### src/rtl/score_display_ctrl.sv
// Score tracking and display controller for the snake game: counts food, keeps the session
// high score, flashes the final score after game over and feeds an iterative BCD converter.
module score_display_ctrl #(
  parameter int unsigned SCORE_W      = 8,
  parameter int unsigned MAX_SCORE    = 140,
  parameter int unsigned DIGITS       = 3,
  parameter int unsigned HOLD_CYCLES  = 100_000_000,
  parameter int unsigned FLASH_CYCLES = 12_500_000
) (
  input  logic                  clk,
  input  logic                  rst,
  input  logic                  goodColl,
  input  logic                  badColl,
  input  logic                  start,
  output logic [SCORE_W-1:0]    length,
  output logic [4*DIGITS-1:0]   bcd,
  output logic                  blank,
  output logic                  busy,
  output logic                  isGameComplete,
  output logic                  newHigh
);

  localparam int unsigned HoldW  = (HOLD_CYCLES > 1) ? $clog2(HOLD_CYCLES) : 1;
  localparam int unsigned FlashW = (FLASH_CYCLES > 1) ? $clog2(FLASH_CYCLES) : 1;
  localparam int unsigned CntW   = (SCORE_W > 1) ? $clog2(SCORE_W) : 1;

  localparam logic [HoldW-1:0]   HoldLast  = HoldW'(HOLD_CYCLES - 1);
  localparam logic [FlashW-1:0]  FlashLast = FlashW'(FLASH_CYCLES - 1);
  localparam logic [CntW-1:0]    CntLast   = CntW'(SCORE_W - 1);
  localparam logic [SCORE_W-1:0] MaxScore  = SCORE_W'(MAX_SCORE);
  localparam logic [SCORE_W-1:0] ScoreOne  = SCORE_W'(1);

  localparam logic [1:0] StPlay   = 2'd0;
  localparam logic [1:0] StHold   = 2'd1;
  localparam logic [1:0] StShowHi = 2'd2;

  logic [1:0]          r_state;
  logic [SCORE_W-1:0]  r_curr;
  logic [SCORE_W-1:0]  r_high;
  logic [SCORE_W-1:0]  r_final;
  logic                r_gc;
  logic                r_nh;
  logic                r_blank;
  logic [HoldW-1:0]    r_hold;
  logic [FlashW-1:0]   r_flash;

  logic                r_busy;
  logic [SCORE_W-1:0]  r_src;
  logic [SCORE_W-1:0]  r_shift;
  logic [4*DIGITS-1:0] r_acc;
  logic [CntW-1:0]     r_cnt;
  logic [4*DIGITS-1:0] r_bcd;

  logic [SCORE_W-1:0]  w_inc;
  logic [SCORE_W-1:0]  w_disp;
  logic [4*DIGITS-1:0] w_adj;
  logic [4*DIGITS-1:0] w_acc_nxt;

  assign w_inc = r_curr + ScoreOne;

  always_comb begin
    case (r_state)
      StHold:   w_disp = r_final;
      StShowHi: w_disp = r_high;
      default:  w_disp = r_curr;
    endcase
  end

  always_ff @(posedge clk or posedge rst) begin
    if (rst) begin
      r_state <= StPlay;
      r_curr  <= '0;
      r_high  <= '0;
      r_final <= '0;
      r_gc    <= 1'b0;
      r_nh    <= 1'b0;
      r_blank <= 1'b0;
      r_hold  <= '0;
      r_flash <= '0;
    end else begin
      case (r_state)
        StPlay: begin
          if (badColl) begin
            r_final <= r_curr;
            r_nh    <= (r_curr == r_high) && (r_curr != '0);
            r_gc    <= 1'b1;
            r_blank <= 1'b0;
            r_hold  <= '0;
            r_flash <= '0;
            r_state <= StHold;
          end else if (goodColl) begin
            r_curr <= w_inc;
            if (w_inc > r_high) r_high <= w_inc;
            // Reaching the winning score ends the game on the same edge.
            if (w_inc == MaxScore) begin
              r_final <= w_inc;
              r_nh    <= (w_inc >= r_high);
              r_gc    <= 1'b1;
              r_blank <= 1'b0;
              r_hold  <= '0;
              r_flash <= '0;
              r_state <= StHold;
            end
          end
        end
        StHold, StShowHi: begin
          if (start) begin
            r_state <= StPlay;
            r_curr  <= '0;
            r_gc    <= 1'b0;
            r_nh    <= 1'b0;
            r_blank <= 1'b0;
            r_hold  <= '0;
            r_flash <= '0;
          end else if (r_state == StHold) begin
            if (r_hold == HoldLast) begin
              r_state <= StShowHi;
              r_blank <= 1'b0;
              r_hold  <= '0;
              r_flash <= '0;
            end else begin
              r_hold <= r_hold + HoldW'(1);
              if (r_flash == FlashLast) begin
                r_flash <= '0;
                r_blank <= ~r_blank;
              end else begin
                r_flash <= r_flash + FlashW'(1);
              end
            end
          end
        end
        default: r_state <= StPlay;
      endcase
    end
  end

  // Shift-and-add-3: correct nibbles before each left shift.
  always_comb begin
    w_adj = r_acc;
    for (int i = 0; i < DIGITS; i++) begin
      if (r_acc[4*i +: 4] >= 4'd5) w_adj[4*i +: 4] = r_acc[4*i +: 4] + 4'd3;
    end
    w_acc_nxt = {w_adj[4*DIGITS-2:0], r_shift[SCORE_W-1]};
  end

  always_ff @(posedge clk or posedge rst) begin
    if (rst) begin
      r_busy  <= 1'b0;
      r_src   <= '0;
      r_shift <= '0;
      r_acc   <= '0;
      r_cnt   <= '0;
      r_bcd   <= '0;
    end else if (!r_busy) begin
      if (w_disp != r_src) begin
        r_src   <= w_disp;
        r_shift <= w_disp;
        r_acc   <= '0;
        r_cnt   <= '0;
        r_busy  <= 1'b1;
      end
    end else begin
      r_acc   <= w_acc_nxt;
      r_shift <= r_shift << 1;
      r_cnt   <= r_cnt + CntW'(1);
      if (r_cnt == CntLast) begin
        r_bcd  <= w_acc_nxt;
        r_busy <= 1'b0;
      end
    end
  end

  assign length         = r_curr;
  assign bcd            = r_bcd;
  assign blank          = r_blank;
  assign busy           = r_busy;
  assign isGameComplete = r_gc;
  assign newHigh        = r_nh;

endmodule

### config.mk
export PLATFORM = sky130hd
export DESIGN_NAME = score_display_ctrl
export DESIGN_NICKNAME = d
export VERILOG_FILES = /design/src/rtl/score_display_ctrl.sv
export SDC_FILE = /design/constraint.sdc
export NUM_CORES = 1
export LEC_CHECK = 0
export BUFFER_PORTS_ARGS = -buffer_cell sky130_fd_sc_hd__clkbuf_2
export CAP_MARGIN = 20
export CORE_MARGIN = 3
export CORE_UTILIZATION = 55
export DETAILED_ROUTE_END_ITERATION = 6
export GPL_TIMING_DRIVEN = 0
export PLACE_DENSITY_LB_ADDON = 0.2
export SLEW_MARGIN = 20
export SYNTH_ARGS = -nofsm -noshare
export SYNTH_HDL_FRONTEND = slang
export SYNTH_SLANG_ARGS = --single-unit
export TNS_END_PERCENT = 10
### constraint.sdc
create_clock -name clk -period 4.1 [get_ports clk]
set_clock_uncertainty 0.2 [all_clocks]
set_input_delay 0.41 -clock clk [delete_from_list [all_inputs] [get_ports clk]]
set_output_delay 0.41 -clock clk [all_outputs]
set_load 0.02 [all_outputs]
==> results.cfg, run 1 <==
[timing]
setup_slack_ns = 0.679
final-hold-violation-count = 0
timing.slew.headroom_pct = 30.7
finalSetupViolCount = 0
timing_max_transition_violations_final = 0
fin_crit_sh_pct = 83.4
fin_hold_ws_ns = 0.226
tightest_slew_ns = 1.03
fin_crit_ns = 3.42
fmax_mhz = 292
rsz0062_at_grt = no

[clocking]
cts-resized-gates = 0
root_buffer = clkbuf_16
clkTransAtPathRegs_ns = 0.06
cts_tree = built
numCtsBuffers = 17
cts.sinks = 124
htree_levels = 4
clockBufferDepth = 2
clk_latency_ns = 0.44

[logic_synthesis]
synthMostInstantiatedCell = dfrtp_1
synth.avg_cell_area_sq_um = 9.42
syn-num-nets = 823
synth_top_family_by_area = compound AO/OA/AOI/OAI gates
yosys.area.top_type = dfrtp_1
synth-compound-area-share_pct = 22.1
ys_seq_elements = 124
yosysWarnings = 0
yosysSeqAreaShare_pct = 41.5
synth-async-reset-ratio_pct = 100
synth_fa_ha_area_share_pct = 4.01
syn-cell-area_sq_mm = 0.00748
synth.distinct_cells = 73
synth_top_cell_area_share_pct = 41.5
syn_inst = 794
synthMuxAreaShare_pct = 3.36
synthFlopType = dfrtp_1
synth_area_leaders = dfrtp_1, nand2_1, ha_1
synth-edff-count = 0
synth-simple-area-share_pct = 19.7
synth_xor_xnor_area_share_pct = 4.10
ys_top_cells_by_count = dfrtp_1, nand2_1, o21ai_0

[pwr]
powerDensity_mw_per_mm2 = 677
leakage_nw = 3.62
totalPowerFinal_mw = 5.77
ir_drop_mv = 0.479

[placement]
place_ws_ns = 0.752
place_congestion = 0.940
portBuffers = 28
dpl.hpwl_mm = 13.6
dp_cells = 995

[grt]
grt_usage_pct = 27.5
grt_pass1_vias = 6558
grt_max_degree = 74
grt_pass1_wl_mm = 32.6
antenna_found_initial = 0
grt_overflow_total = 0

[critical_path]
critPathKind = reg2reg
crit_path_max_fanout = 10
crit_arrival_ns = 3.54
worstSetupEndpointType = register
required_ns = 4.22
crit_path_start_kind = register
crit_path_max_incr_delay_ns = 0.65
slowest_stage = o31ai_2
cp_cell_sequence = buf_1 > nand3_1 > xnor2_1 > ha_1 > a21o_1 > a21oi_1 > nor2b_1 > o31ai_2 > mux2_2

[drt]
via_count = 6667
wl_per_cell_um = 19.2
topRoutingLayerUsed = met4
drc = 0
wl_met1_mm = 8.44
met3_length_mm = 1.23
drtIter0Drc = 696
dr_wl_met2_mm = 9.71
antenna_left = 0
routed_wl_mm = 19.8
firstDrtPassIters = 6
routed_via_density = 6.49

[floorplanning]
design.die.area_sq_mm = 0.0150
core_area_sq_mm = 0.0130
row_count = 41
pin_count = 29
die_width_um = 123
die_h_um = 123
initial_utilization_pct = 57.6

[cells_and_area]
layout-drive-gt1-share_pct = 15.5
antenna_cells = 0
fin_nets = 872
multiInputGateArea_sq_mm = 0.00399
seqCellArea_sq_mm = 0.00310
nFillCells = 1040
instances_no_fill = 1028
area_delta_synth_final_pct = 14.0

[run]
cap_violations = 0

[outcome]
outcome = complete, no violations

[worst_hold_path]
hold_class = in2reg
==> through the flow <==
stage	area, sq um	util [%]	setup TNS [ns]
after floorplan	7480	-	0
after global placement	7840	60.4	-153.79
after detailed placement	7870	60.6	0
after CTS	8520	65.7	0
after global routing	8520	65.7	0
final	8520	65.7	0
==> final timing paths <==
check,from,to,slack (ns),depth (start not counted)
setup / recovery,length[2],r_high[5],0.68,9
hold / removal,start,r_state[1],0.23,3
setup reg to reg,length[2],r_high[5],0.68,9
hold reg to reg,bcd[3],bcd[3],0.28,2
max in group asynchronous,rst,r_final[5],2.61,4
min in group asynchronous,rst,r_hold[25],0.37,3
==> area by class of cell <==
class / instances / area share (%)
sequential: 124 / 36.4
tap: 172 / 2.52
timing repair buffer: 30 / 2.08
clock inverter: 14 / 2.42
multi-input combinational: 591 / 46.8
inverter: 31 / 1.42
clock buffer: 18 / 5.15
buffer: 48 / 3.21
==> critical path, delay by kind of cell (launching register included) <==
kind	cells	cell delay (ns)
adders and majority gates	1	0.20
DFF	1	0.41
AOI/OAI and AO/OA	3	0.97
xor gates and xnor gates	1	0.24
buffers and inverters	1	0.47
muxes	1	0.41
and+or+nand+nor	2	0.40
==> cells in the final DEF, fill, tap and decap left out, drive strengths merged, types with 4 or more instances in the layout <==
cell      n
mux2     17
a41oi     7
clkbuf   62
dfrtp   124
o31ai    21
mux2i     6
nor3      9
inv      37
or4       4
a31oi    37
nand2    87
ha       24
nand2b   15
nand3    43
nor4     10
o311ai    9
and2     14
bufinv    4
o22ai     6
nor3b     6
a21o      9
nand4    21
buf      33
a21boi    6
o41ai     4
and3     17
o21ai    47
a22oi    16
a21oi    37
xnor2    33
nor2b     8
a311o     7
a32oi     6
nor2     25
==> registers in the layout, indices dropped and copies added, names as in the netlist, 12 cells and up <==
register,cells
r_hold,27
bcd,12
r_acc,12
r_flash,24
==> where the power goes <==
part / switching, mW / total [mW] / internal (mW)
sequential: 0.220 / 1.70 / 1.48
clock: 0.622 / 1.67 / 1.05
combinational: 1.55 / 2.40 / 0.850
==> cells by family (layout without fill, tap and decap cells) <==
logic type / count (synthesis) / after routing
fa+ha+maj: 24 / 24
buf+inv: 79 / 141
compound gates: 236 / 236
flops: 124 / 124
mux: 23 / 23
simple gates: 273 / 273
xor+xnor: 35 / 35
==> layer usage <==
| metal | vias to the layer above | GRT usage (%) |
|---|---|---|
| met5 | - | 0 |
| met4 | 0 | 11.1 |
| met3 | 42 | 5.02 |
| met2 | 283 | 45.7 |
| met1 | 3284 | 35.5 |
| li1 | 3058 | - |
==> timing repair <==
action | 4_1_cts | 5_1_grt
buffers inserted | 0 | 0
hold buffers | 1 | 0
setup endpoints to repair | 0 | 0
endpoints found under the hold margin | 51 | 0
Note: power is estimated with default switching activity, not from simulation.
==> inputs of run 2 (changes only) <==
Settings changed: ABC_AREA from default to 1.
Clock period 4.1 ns to 2.7 ns, I/O delays scaled along.
==> run 2 against run 1 <==
  * Routed wire length rose by 12%
  * Sequential cell count stayed put
  * Register-to-register slack got worse by 0.67 ns
  * Clock-buffer cell count up 4
  * First-iteration DRC count increased by 7.0%
  * Non-clock buffer count grew 9
  * Power increased by 79%
  * Final cell count increased by 39%
  * Fmax rose by 27%
  * Critical path type unchanged
  * Largest cell class unchanged
==> results.cfg, run 2 <==
[outcome]
outcome = complete, no violations

[logic_synthesis]
syn-cell-area_sq_mm = 0.00803
yosys.area.top_type = dfrtp_1
ys_top_cells_by_count = nand2_1, nor2_1, dfrtp_1
synth_top_cell_area_share_pct = 38.6
syn_inst = 1177
synth-async-reset-ratio_pct = 100
yosysWarnings = 0
yosysSeqAreaShare_pct = 38.6
synthFlopType = dfrtp_1
ys_seq_elements = 124
synth.distinct_cells = 35
synthMostInstantiatedCell = nand2_1
synth-edff-count = 0
synth_area_leaders = dfrtp_1, nand2_1, nor2_1
synth.avg_cell_area_sq_um = 6.83
syn-num-nets = 1206

[grt]
antenna_found_initial = 0
grt_pass1_vias = 7461
grt_max_degree = 29
grt_usage_pct = 28.3
grt_pass1_wl_mm = 36.9
grt_overflow_total = 0

[clocking]
clkTransAtPathRegs_ns = 0.06
cts.sinks = 124
htree_levels = 4
cts_tree = built
clk_latency_ns = 0.42
clockBufferDepth = 2
root_buffer = clkbuf_16
numCtsBuffers = 17

[floorplanning]
die_width_um = 127
row_count = 43
pin_count = 29
die_h_um = 127
core_area_sq_mm = 0.0141
initial_utilization_pct = 57.0
design.die.area_sq_mm = 0.0161

[placement]
place_ws_ns = -0.338
place_congestion = 0.953
portBuffers = 27
dpl.hpwl_mm = 16.2

[critical_path]
r2r_setup_slack_ns = 0.01
critPathKind = reg2reg
crit_path_max_fanout = 5
worstSetupEndpointType = register
crit_arrival_ns = 2.79
crit_path_start_kind = register
required_ns = 2.80

[cells_and_area]
layout_common_cells = nand2_1, nor2_1, dfrtp_1, inv_1, nand3_1
largest_reg_flops = 27
layout-drive-gt1-share_pct = 11.6
area_delta_synth_final_pct = 16.5
top_regs = r_hold x27, r_flash x24
antenna_cells = 0
nFillCells = 1262
layout_commonest_cell = nand2_1
fin_nets = 1270
top_register = r_hold

[drt]
via_count = 7946
antenna_left = 0
firstDrtPassIters = 5
routed_wl_mm = 22.1
drc = 0
wl_per_cell_um = 15.4
drtIter0Drc = 745
routed_via_density = 5.54

[timing]
tightest_slew_ns = 0.606
setup_slack_ns = 0.0115
rsz0062_at_grt = yes
fin_crit_ns = 2.69
timing_max_transition_violations_final = 0
tns_ns = 0
final-hold-violation-count = 0
timing.slew.headroom_pct = 59.6
finalSetupViolCount = 0
fin_crit_sh_pct = 99.6
fmax_mhz = 372

[pwr]
ir_drop_mv = 0.631
powerDensity_mw_per_mm2 = 1110
leakage_nw = 4.48

[run]
cap_violations = 0

[worst_hold_path]
hold_class = in2reg
[run 2: logic make-up (layout without fill, tap and decap cells)]
group                    Yosys count  count (layout)  synth area share, %
AO/OA/AOI/OAI                    122             122                 8.21
XOR/XNOR                          30              30                 3.27
adder cells (fa/ha/maj)           24              24                 3.74
buffers and inverters            147             224                 7.48
flip-flops                       124             124                 38.6
multiplexers                       1               1                0.125
AND/OR/NAND/NOR                  729             729                 38.6
[run 2: what timing repair did]
item / 4_1_cts / 5_1_grt
endpoints found under the hold margin: 33 / 0
gates resized for setup: 8 / 36
pin swaps: 0 / 5
hold buffers: 1 / 0
cloned: 0 / 1
buffers inserted: 1 / 10
endpoints found under the setup margin: 9 / 97
[run 2: worst max-delay path, stage by stage, from the launching register on]
cell and delay (ns):
dfrtp_1 0.38, buf_6 0.14, nand2_2 0.08, nor2_4 0.17, nand3_2 0.09, nand2_1 0.08
nand2_2 0.11, ha_4 0.29, nand4_1 0.09, inv_1 0.09, nand2_1 0.08, nand3_2 0.10
nand4_1 0.25, buf_2 0.27, nand2_1 0.06, o21ai_0 0.07
[run 2: layout make-up]
type                       instances  area [sq um]  area share [%]
tap                              180           225            2.41
sequential                       124          3110            33.2
inverter                         105           398            4.25
clock inverter                    10           113            1.20
timing repair buffer              45           367            3.92
clock buffer                      22           494            5.28
multi-input combinational        906          4420            47.3
buffer                            42           228            2.43
[run 2: metrics by stage]
| stage | instances | instance area [sq um] | power (mW) | hold slack, ns | utilization [%] |
|---|---|---|---|---|---|
| after global placement | 1384 | 8400 | 7.55 | 0.262 | 59.6 |
| after floorplan | 1177 | 8040 | 6.19 | 0.249 | - |
| after CTS | 1423 | 9170 | 10.0 | 0.0573 | 65.0 |
| after detailed placement | 1389 | 8530 | 7.63 | 0.109 | 60.5 |
| final | 1434 | 9360 | 10.3 | 0.0414 | 66.4 |
| after global routing | 1434 | 9360 | 11.1 | 0.0578 | 66.4 |
[run 2: worst paths after layout]
path / startpoint / end / cells past startpoint
max: length[3] / r_high[7] / 15
min: start / r_state[1] / 4
max reg2reg: length[3] / r_high[7] / 15
min reg2reg: bcd[3] / bcd[3] / 2
max in group asynchronous: rst / length[0] / 5
min in group asynchronous: rst / r_flash[20] / 3
[run 2: metal layers]
metal / GRT usage [%] / wire length [um]
met5: 0 / 0
met4: 9.65 / 529
met3: 5.52 / 1400
met2: 45.3 / 10100
met1: 38.6 / 10100
[run 2: report_power, final]
part | switching (mW) | leakage (nW) | internal [mW] | total, mW
logic | 3.56 | 2.53 | 1.68 | 5.24
registers | 0.429 | 1.65 | 2.34 | 2.77
clock network | 0.856 | 0.298 | 1.48 | 2.33
==> inputs of run 3 (changes only) <==
Settings changed: CORE_UTILIZATION 55 to 47, CTS_BUF_LIST from default to sky130_fd_sc_hd__clkbuf_8.
==> run 3 against run 2 <==
  * Combinational power barely moved
  * Clock power is 29% lower
  * Register-to-register slack better by 0.06 ns
  * Via count fell by 0.16%
  * Critical endpoint is now busy
  * Fmax rose by 2.3%
  * Design area decreased by 2.2%
  * Non-clock buffer count unchanged
  * Global-route usage down 4.0 points
  * Worst hold slack got worse by 0.015 ns
  * Power is 6.6% lower
  * Final cell count grew 2.7%
==> results.cfg, run 3 (synthesis gave the netlist of run 2 again) <==
[outcome]
outcome = complete, no violations

[timing]
fin_crit_ns = 2.63
fin_hold_ws_ns = 0.0268
timing.slew.headroom_pct = 59.3
finalSetupViolCount = 0
fin_crit_sh_pct = 97.4
fmax_mhz = 380
tightest_slew_ns = 0.610
tns_ns = 0
setup_slack_ns = 0.0713
rsz0062_at_grt = yes
timing_max_transition_violations_final = 0
final-hold-violation-count = 0

[floorplanning]
pin_count = 29
die_width_um = 137
die_h_um = 137
initial_utilization_pct = 48.3
core_area_sq_mm = 0.0166
row_count = 47
design.die.area_sq_mm = 0.0187

[cells_and_area]
top_regs = r_hold x27, r_flash x24
largest_reg_flops = 27
instances_no_fill = 1473
multiInputGateArea_sq_mm = 0.00442
layout_common_cells = nand2_1, nor2_1, dfrtp_1, inv_1, nand3_1
final_cell_area_sq_mm = 0.00915
top_register = r_hold
seqCellArea_sq_mm = 0.00311
final_core_util_pct = 55.0
area_delta_synth_final_pct = 13.9
nFillCells = 1627
fin_nets = 1270
antenna_cells = 0
layout-drive-gt1-share_pct = 11.4
layout_commonest_cell = nand2_1

[pwr]
totalPowerFinal_mw = 9.66
powerDensity_mw_per_mm2 = 1060
ir_drop_mv = 0.594
leakage_nw = 4.35

[grt]
antenna_found_initial = 0
grt_pass1_vias = 7395
grt_pass1_wl_mm = 36.6
grt_max_degree = 34
grt_overflow_total = 0
grt_usage_pct = 24.3

[drt]
via_count = 7933
routed_via_density = 5.39
drc = 0
drtIter0Drc = 646
firstDrtPassIters = 6
antenna_left = 0
routed_wl_mm = 21.8
wl_per_cell_um = 14.8

[placement]
place_congestion = 1.03
dp_cells = 1428
dpl.hpwl_mm = 16.1
portBuffers = 27
place_ws_ns = -0.351
place_area_sq_mm = 0.00854

[critical_path]
crit_path_max_fanout = 10
required_ns = 2.82
crit_arrival_ns = 2.75
crit_path_start_kind = register
worstSetupEndpointType = register
critPathKind = reg2reg

[clocking]
clockBufferDepth = 2
cts.sinks = 124
clk_latency_ns = 0.45
htree_levels = 4
clkTransAtPathRegs_ns = 0.08
root_buffer = clkbuf_8
cts_tree = built
numCtsBuffers = 17

[run]
cap_violations = 0

[worst_hold_path]
hold_class = in2reg
## run 3: what timing repair did
action | in CTS | in global routing
pin swaps | 0 | 2
endpoints found under the hold margin | 124 | 0
resized for setup | 5 | 31
hold buffers | 1 | 0
endpoints found under the setup margin | 37 | 98
buffers inserted | 1 | 12
## run 3: layout make-up
cell class	count	share of cell area (%)
Clock buffer	18	2.71
Buffer	42	2.42
Sequential cell	124	34.0
Tap cell	220	3.01
Multi-Input combinational cell	906	48.3
Timing Repair Buffer	45	3.65
Inverter	105	4.35
Clock inverter	13	1.57
## run 3: per-layer routing
metal  track usage [%]  part of all wire [%]
met5                 0                     0
met1              33.7                    47
met3              4.45                   5.1
met4              6.89                   1.7
met2              38.9                    46
## run 3: critical path: stages, from the launching register on
cell and delay [ns]:
dfrtp_1 0.41, inv_1 0.09, ha_2 0.41, buf_4 0.22
nand3_1 0.11, o21ai_2 0.11, xor2_1 0.20, nand2_1 0.11
nor2_4 0.23, nand2_2 0.18, nand2_4 0.16, o21ai_1 0.08
## run 3: power breakdown
group / switching [mW] / leakage, nW / internal (mW)
Combinational: 3.53 / 2.52 / 1.72
Sequential: 0.428 / 1.65 / 2.33
Clock: 0.804 / 0.176 / 0.841
## run 3: path summary, 6_finish.rpt
path	end	startpoint	slack [ns]	depth (start not counted)
max in group asynchronous	length[2]	rst	1.63	4
hold / removal	r_state[1]	start	0.03	4
setup / recovery	busy	r_state[0]	0.07	11
hold reg to reg	bcd[4]	bcd[4]	0.28	2
min in group asynchronous	r_state[1]	rst	0.16	3
setup reg to reg	busy	r_state[0]	0.07	11
